`src/rtl/synapse_weight_fetch.sv`:
```
// Presynaptic event FIFO plus weight-table lookup feeding the neuron spike_in port; 2 cycles push-to-valid.
// Backpressure: OUT holds while spike_in_ready=0, stall propagates to S1 then FIFO; evt_ready drops only when FIFO full.

module sync_fifo #(
  parameter int DAT_W = 16,
  parameter int DEPTH = 8
) (
  input  logic                     clk,
  input  logic                     rst_n,
  input  logic                     push_vld,
  input  logic [DAT_W-1:0]         push_dat,
  input  logic                     pop,
  output logic [DAT_W-1:0]         head_dat,
  output logic                     full,
  output logic                     empty,
  output logic [$clog2(DEPTH):0]   count
);
  localparam int AW = $clog2(DEPTH);
  localparam int CW = AW + 1;

  logic [DAT_W-1:0] mem [DEPTH];
  logic [AW-1:0]    wr_ptr;
  logic [AW-1:0]    rd_ptr;
  logic [CW-1:0]    cnt;
  logic             push_en;
  logic             pop_en;

  assign full     = (cnt == CW'(DEPTH));
  assign empty    = (cnt == '0);
  assign push_en  = push_vld && !full;
  assign pop_en   = pop && !empty;
  assign head_dat = mem[rd_ptr];
  assign count    = cnt;

  // Storage is not reset; occupancy alone decides what is valid.
  always_ff @(posedge clk) begin
    if (push_en) begin
      mem[wr_ptr] <= push_dat;
    end
  end

  always_ff @(posedge clk or negedge rst_n) begin
    if (!rst_n) begin
      wr_ptr <= '0;
      rd_ptr <= '0;
      cnt    <= '0;
    end else begin
      if (push_en) begin
        wr_ptr <= wr_ptr + AW'(1);
      end
      if (pop_en) begin
        rd_ptr <= rd_ptr + AW'(1);
      end
      unique case ({push_en, pop_en})
        2'b10:   cnt <= cnt + CW'(1);
        2'b01:   cnt <= cnt - CW'(1);
        default: cnt <= cnt;
      endcase
    end
  end
endmodule

module synapse_weight_fetch #(
  parameter int ID_WIDTH     = 16,
  parameter int WEIGHT_WIDTH = 8,
  parameter int SYN_ADDR_W   = 6,
  parameter int FIFO_DEPTH   = 8
) (
  input  logic                          clk,
  input  logic                          rst_n,
  input  logic                          cfg_we,
  input  logic [SYN_ADDR_W-1:0]         cfg_addr,
  input  logic [WEIGHT_WIDTH-1:0]       cfg_wdata,
  input  logic                          skip_zero,
  input  logic [ID_WIDTH-1:0]           evt_src_id,
  input  logic                          evt_valid,
  output logic                          evt_ready,
  output logic [ID_WIDTH-1:0]           input_neuron_id,
  output logic [WEIGHT_WIDTH-1:0]       synapse_weight,
  output logic                          spike_in_valid,
  input  logic                          spike_in_ready,
  output logic [$clog2(FIFO_DEPTH):0]   fifo_count,
  output logic [15:0]                   skip_count
);
  typedef struct packed {
    logic [ID_WIDTH-1:0]     id;
    logic [WEIGHT_WIDTH-1:0] wgt;
  } syn_evt_t;

  localparam int TBL_DEPTH = 2 ** SYN_ADDR_W;

  logic [WEIGHT_WIDTH-1:0] wtab [TBL_DEPTH];

  logic                  fifo_full;
  logic                  fifo_empty;
  logic [ID_WIDTH-1:0]   head_id;
  logic [SYN_ADDR_W-1:0] rd_addr;
  logic [WEIGHT_WIDTH-1:0] rd_wgt;
  logic                  pop;

  logic     s1_vld;
  syn_evt_t s1_dat;
  logic     s1_skip;
  logic     s1_adv;

  logic     out_vld;
  syn_evt_t out_dat;
  logic     out_free;

  assign evt_ready = !fifo_full;

  sync_fifo #(
    .DAT_W (ID_WIDTH),
    .DEPTH (FIFO_DEPTH)
  ) u_evt_fifo (
    .clk      (clk),
    .rst_n    (rst_n),
    .push_vld (evt_valid),
    .push_dat (evt_src_id),
    .pop      (pop),
    .head_dat (head_id),
    .full     (fifo_full),
    .empty    (fifo_empty),
    .count    (fifo_count)
  );

  // Weight table survives reset so a flush does not force reprogramming.
  always_ff @(posedge clk) begin
    if (cfg_we) begin
      wtab[cfg_addr] <= cfg_wdata;
    end
  end

  assign rd_addr = head_id[SYN_ADDR_W-1:0];
  // Write-first: a same-cycle write to the popped address is what S1 sees.
  assign rd_wgt  = (cfg_we && (cfg_addr == rd_addr)) ? cfg_wdata : wtab[rd_addr];

  assign out_free = !out_vld || spike_in_ready;
  assign s1_skip  = s1_vld && skip_zero && (s1_dat.wgt == '0);
  assign s1_adv   = s1_vld && (s1_skip || out_free);
  assign pop      = !fifo_empty && (!s1_vld || s1_adv);

  always_ff @(posedge clk or negedge rst_n) begin
    if (!rst_n) begin
      s1_vld <= 1'b0;
      s1_dat <= '0;
    end else if (pop) begin
      s1_vld     <= 1'b1;
      s1_dat.id  <= head_id;
      s1_dat.wgt <= rd_wgt;
    end else if (s1_adv) begin
      s1_vld <= 1'b0;
    end
  end

  always_ff @(posedge clk or negedge rst_n) begin
    if (!rst_n) begin
      out_vld <= 1'b0;
      out_dat <= '0;
    end else if (s1_adv && !s1_skip) begin
      out_vld <= 1'b1;
      out_dat <= s1_dat;
    end else if (out_vld && spike_in_ready) begin
      out_vld <= 1'b0;
    end
  end

  always_ff @(posedge clk or negedge rst_n) begin
    if (!rst_n) begin
      skip_count <= '0;
    end else if (s1_adv && s1_skip && (skip_count != 16'hFFFF)) begin
      skip_count <= skip_count + 16'd1;
    end
  end

  assign spike_in_valid  = out_vld;
  assign input_neuron_id = out_dat.id;
  assign synapse_weight  = out_dat.wgt;
endmodule

```
`config.mk`:
```
export PLATFORM = sky130hd
export DESIGN_NAME = synapse_weight_fetch
export DESIGN_NICKNAME = d
export VERILOG_FILES = /design/src/rtl/synapse_weight_fetch.sv
export SDC_FILE = /design/constraint.sdc
export NUM_CORES = 1
export LEC_CHECK = 0
export CAP_MARGIN = 20
export CORE_ASPECT_RATIO = 1.2
export CORE_MARGIN = 2
export CORE_UTILIZATION = 30
export CTS_CLUSTER_SIZE = 10
export DETAILED_ROUTE_END_ITERATION = 7
export PLACE_DENSITY = 0.5
export SLEW_MARGIN = 5
export SYNTH_ARGS = -nofsm -noshare
export SYNTH_HDL_FRONTEND = slang
export SYNTH_SLANG_ARGS = --single-unit
export TNS_END_PERCENT = 5
```
`constraint.sdc`:
```
create_clock -name clk -period 6 [get_ports clk]
set_input_delay 1.2 -clock clk [delete_from_list [all_inputs] [get_ports clk]]
set_output_delay 1.2 -clock clk [all_outputs]
set_load 0.03 [all_outputs]
```
# After elaboration in Yosys (flattened, before gate mapping)
# Memories as Yosys holds them, arrays and structs flattened. A register that Yosys moved wholly into a read port is not among the register bits.
# Cells that the tools add are included.
word_totals:
  mem_bits_rw: 640
  out_inout_bits: 46
  input_bits: 36
  elab_cells: 53
  mem_count: 2
  ff_bits: 68
memory_table:
  columns: ["memory", "depth", "width", "rd", "rd_clocked_by_memory_dff", "wr", "line_no", "source"]
  rows:
  - ["wtab", 64, 8, 1, 1, 1, "92", "logic [WEIGHT_WIDTH-1:0] wtab [TBL_DEPTH];"]
  - ["u_evt_fifo.mem", 8, 16, 1, 0, 1, "21", "logic [DAT_W-1:0] mem [DEPTH];"]
op_classes:
  eq_ne: 4
  n_mux: 9
  reduce_logical: 24
  n_addsub: 5
ops:
  columns: ["operator", "count"]
  rows:
  - ["$add 16x1->16 const B", 1]
  - ["$ne 16x16->1 const B", 1]
  - ["$logic_and 1x1->1", 10]
  - ["$logic_not 8->1", 1]
  - ["$mux 1", 8]
  - ["$pmux 4 s2", 1]
  - ["$add 3x1->3 const B", 2]
  - ["$logic_not 1->1", 6]
  - ["$reduce_bool 2->1", 3]
  - ["$add 4x1->4 const B", 1]
  - ["$eq 4x4->1 const B", 1]
  - ["$logic_not 4->1", 1]
  - ["$sub 4x1->4 const B", 1]
  - ["$logic_or 1x1->1", 3]
  - ["$eq 2x1->1 const B", 1]
  - ["$eq 2x2->1 const B", 1]

# Logic depth before layout (Yosys ltp)
depth:
  ltp_word: 9
  mapped_depth: 13
  mapped_depth_nobuf: 12

# Hierarchy
# From an unflattened synthesis, not the netlist that was laid out.
hier_totals:
  cells_unflattened: 1400
  area_unflattened_um2: 28269.6
by_module_without_submodules:
  columns: ["mod", "area_each_um2", "cells_per_inst", "instances"]
  rows:
  - ["synapse_weight_fetch", 22713.0, 1147, 1]
  - ["sync_fifo", 5556.6, 253, 1]

# Worst setup path after synthesis
# OpenSTA, ideal clock, no wires.
synth_timing:
  kind: "input-to-reg"
  startpoint: "in skip_zero"
  endpoint: "reg u_evt_fifo.cnt[3] (netlist: u_evt_fifo.count[3])"
  path_stages: 12
  path_slack_ns: 2.621
  arrival_time_ns: 3.242
  required_ns: 5.863
  cell_sequence: "nand4b_1 nand2_1 nor2_1 nor2_1 clkbuf_1 ha_1 ha_1 a21o_1 a21oi_1 xnor2_1 nor2_1 xor2_1"
synth_between:
  elab_chain_cells: 9
  word_cells_on_any_way: 11
  cone_classes: "2 x eq/ne; 1 x mux; 8 x reduce/logical"
synth_rtl:
  columns: ["item", "line_no", "source"]
  rows:
  - ["start: declaration", "74", "input logic skip_zero,"]
  - ["$logic_and 1x1->1 (*) (2 in series)", "139", "assign s1_skip = s1_vld && skip_zero && (s1_dat.wgt == '0);"]
  - ["$logic_or 1x1->1 (*)", "140", "assign s1_adv = s1_vld && (s1_skip || out_free);"]
  - ["$logic_and 1x1->1 (*)", "140", null]
  - ["$logic_or 1x1->1 (*)", "141", "assign pop = !fifo_empty && (!s1_vld || s1_adv);"]
  - ["$logic_and 1x1->1 (*)", "141", null]
  - ["net pop", "99", "logic pop;"]
  - ["$logic_and 1x1->1 (*)", "31", "assign pop_en = pop && !empty;"]
  - ["$eq 2x1->1 / $eq 2x2->1 (equally long branches)", "54", "unique case ({push_en, pop_en})"]
  - ["$pmux 4 s2 / $reduce_bool 2->1 (equally long branches)", null, null]
  - ["end signal: assignment", "55", "2'b10: cnt <= cnt + CW'(1);"]
  - ["end signal: assignment", "56", "2'b01: cnt <= cnt - CW'(1);"]
  - ["end signal: assignment", "57", "default: cnt <= cnt;"]
  - ["end: declaration", "24", "logic [CW-1:0] cnt;"]
# Mark *: on every way through the listed nets, which the timed path passes. The rest lies on a longest branch.
# A chain may end at the register's enable or synchronous reset.

# Final worst setup path
layout_timing:
  startpoint: "reg u_evt_fifo.rd_ptr[0]"
  endpoint: "reg s1_dat[2] (netlist name)"
layout_between:
  elab_chain_cells: 1
layout_rtl:
  columns: ["item", "line_no", "source"]
  rows:
  - ["start: declaration", "23", "logic [AW-1:0] rd_ptr;"]
  - ["start signal: assignment", "52", "rd_ptr <= rd_ptr + AW'(1);"]
  - ["$mem_v2 8x16", null, null]
# Every way passes these cells.

==> metrics.md <==
| Metric | Value |
|---|---|
| Outcome | `finished, final reports clean` |
| CP startpoint kind | `register` |
| Largest family of logic cells by synthesized area | `simple AND/OR/NAND/NOR gates` |
| Complex-gate fraction of the synthesized area | `0.0365` |
| Critical path endpoint category | `register` |
| Required time worst endpoint | `6.50 ns` |
| Setup bufs post-CTS | `0` |
| RSZ-0062 raised after global routing | `false` |
| Vias in the first global route | `16700` |
| Max cap viols | `0` |
| Post-synthesis mux area share | `0.0694` |
| Worst slew pin tran | `1.06 ns` |
| Pleak | `11.0 nW` |
| Flops & latches, synth | `716` |
| Setup TNS | `0 ns` |
| Clk_lat worst skew | `0.63 ns` |
| Post-synth EDFFs | `640` |
| CP arrival | `5.18 ns` |
| Setup Viol. Count Final | `0` |
| 1st-iter DRT viols | `1372` |
| Synth Instances | `1901` |
| Pins Over Slew Limit | `0` |
| Vias per cell | `4.97` |
| Antenna Violating Nets Remaining | `0` |
| Worst Hold Class | `input pin to async pin` |
| Initial antenna violation count | `6` |
| Grt ovf | `0` |
| Final WL | `76.8 mm` |
| # rows | `123` |
| Fillcell total | `9082` |
| F_max | `214 MHz` |
| Drt drc | `0` |
| Cts bufs inserted | `83` |
| Seq/Total Area, Yosys | `0.746` |
| Initial core utilization | `0.303` |
| Worst VDD drop | `304 uV` |
| Largest net degree at the start of global routing | `82` |
| Post-Synth Simple-Gate Area | `0.117` |
| CTS tree | `done` |
| Setup WS post-layout | `1.32 ns` |
| Syn_area_per_cell | `14.9 um2` |
| CTS max path bufs | `3` |
| Dpl ws | `1.26 ns` |
| Via count | `16500` |
| Multi-input logic area | `6670 um2` |
| GRT Util Overall | `0.156` |
| Detailed-route wire length per cell | `23.2 um` |
| Die H | `341 um` |
| Fin. Hold Viols | `0` |
| Xor/xnor cell area share of the yosys netlist | `0.00835` |
| Post-synthesis adder-cell area fraction | `0.00336` |
| Clk_skew | `0.0212 ns` |
| Relative slew slack | `0.293` |
| Setup CP Type | `register to register` |
| I/O pin total | `82` |
| Tmin final | `4.68 ns` |
| Clock root cell | `clkbuf_16` |
| H-tree depth | `3` |
| Cell variety after synth | `55` |
| First-pass GRT wire length | `113 mm` |
| FF/Latch Area | `21100 um2` |
| Share of layout cells above drive strength 1 | `0.110` |
| Post-route clock period utilization | `0.779` |
| GP Congestion | `0.786` |
| Power Dens Cells | `502 nW/um2` |
| Core area | `93600 um2` |
| Area Overhead vs Synth | `16.4%` |
| # nets final | `2052` |
| Drt pass-1 iters | `6` |
| Cts repair resizes | `0` |
| IO Port Bufs | `81` |
| Worst-path clk slew | `0.06 ns` |
| Die area | `96900 um2` |
| Fraction of registers with async set/reset | `0.106` |
| Clk sinks | `716` |
| Die width | `284 um` |
| Final HPWL DP | `46.9 mm` |
| Post-Syn Nets | `1944` |
| Ys flop type | `edfxtp_1` |
| Ys Warns | `0` |
| Cts hold-fix bufs | `0` |
| Worst-path maximum fanout | `22` |
| Synthesized area | `28300 um2` |
through the flow:
step	utilization	total power (W)	instance area (um2)	cells	hold slack [ns]
after floorplan	-	0.00997	28300	1901	0.475
after global placement	0.326	0.0121	30500	3171	0.482
after detailed placement	0.326	0.0122	30500	3173	0.493
after CTS	0.352	0.0167	32900	3312	0.473
after global routing	0.352	0.0173	32900	3314	0.495
final	0.352	0.0166	32900	3315	0.488
placed cells by master (no fill, tap or decap), drive strengths merged, types with 5 or more instances in the layout:
cell             n
o22ai            8
a31oi           32
nand3          128
nand4           57
a32oi           45
clkbuf         132
nor3            16
edfxtp         640
and3             7
mux2            32
a21oi            9
a22o             6
nand2b           5
mux2i           86
a32o             5
inv             13
xor2             8
clkdlybuf4s50   72
nor2            99
dfrtp           76
nand2          412
xnor2           19
ha               6
buf             55
a221oi          12
nor4             8
nor2b            5
mux4            32
flip-flops by register name (all words and copies together), names as in the netlist:
signal / cells
input_neuron_id: 16
s1_dat: 24
s1_vld: 1
skip_count: 16
spike_in_valid: 1
synapse_weight: 8
u_evt_fifo.count: 4
u_evt_fifo.mem: 128
u_evt_fifo.rd_ptr: 3
u_evt_fifo.wr_ptr: 3
wtab: 512
synthesized netlist by cell type, types with 16 or more instances:
library cell | count | area (um2)
edfxtp_1 | 640 | 19200
nand2_1 | 412 | 1550
nand3_1 | 128 | 641
nor2_1 | 99 | 372
mux2i_1 | 84 | 841
dfrtp_1 | 76 | 1900
nand4_1 | 57 | 357
clkbuf_1 | 49 | 184
a32oi_1 | 45 | 394
a31oi_1 | 32 | 200
mux2_2 | 32 | 360
buf_2 | 30 | 150
mux4_2 | 30 | 676
xnor2_1 | 19 | 166
nor3_1 | 16 | 80.1
metal layers:
metal,vias up,GRT usage,routed length (um)
li1,7392,-,-
met1,8426,0.198,31700
met2,514,0.264,37500
met3,130,0.0320,4970
met4,8,0.0581,2490
met5,-,0,54
cell families (layout without fill, tap and decap cells):
| kind of cell | Yosys count | count (layout) |
|---|---|---|
| AO/OA/AOI/OAI | 131 | 131 |
| XOR/XNOR | 27 | 27 |
| adder cells (fa/ha/maj) | 7 | 7 |
| buffers and inverters | 112 | 274 |
| flip-flops | 716 | 716 |
| multiplexers | 150 | 150 |
| other | 0 | 2 |
| AND/OR/NAND/NOR | 758 | 758 |
power by group:
part | switching (W) | total [W] | internal, W
registers | 0.000320 | 0.00613 | 0.00581
clock network | 0.00191 | 0.00453 | 0.00262
logic | 0.00393 | 0.00589 | 0.00195
total | 0.00617 | 0.0166 | 0.0104
worst paths after layout:
path                                      start              endpoint  slack, ns  cells after the start
min in group clk                  skip_count[6]         skip_count[6]       0.50                      1
setup reg to reg           u_evt_fifo.rd_ptr[0]             s1_dat[2]       1.32                      9
setup / recovery           u_evt_fifo.rd_ptr[0]             s1_dat[2]       1.32                      9
max in group asynchronous                 rst_n  u_evt_fifo.rd_ptr[0]       4.35                      2
hold reg to reg                   skip_count[6]         skip_count[6]       0.50                      1
hold / removal                            rst_n   u_evt_fifo.count[3]       0.49                      1
area by class of cell:
class	count	share of cell area
Antenna cell	2	0.000152
Clock buffer	132	0.0699
Clock inverter	7	0.00251
Inverter	8	0.000912
Multi-Input combinational cell	1073	0.202
Sequential cell	716	0.641
Tap cell	1250	0.0475
Timing Repair Buffer	127	0.0355
worst max-delay path, cell delays in order (launching register included):
cell     delay (ns)
dfrtp_2        0.81
buf_4          0.48
mux4_1         0.66
mux2i_2        0.76
xnor2_1        0.12
nor3_1         0.24
nand4_1        0.44
or3_1          0.72
o22ai_1        0.22
nor2_1         0.07
(Power assumes the default switching activity.)
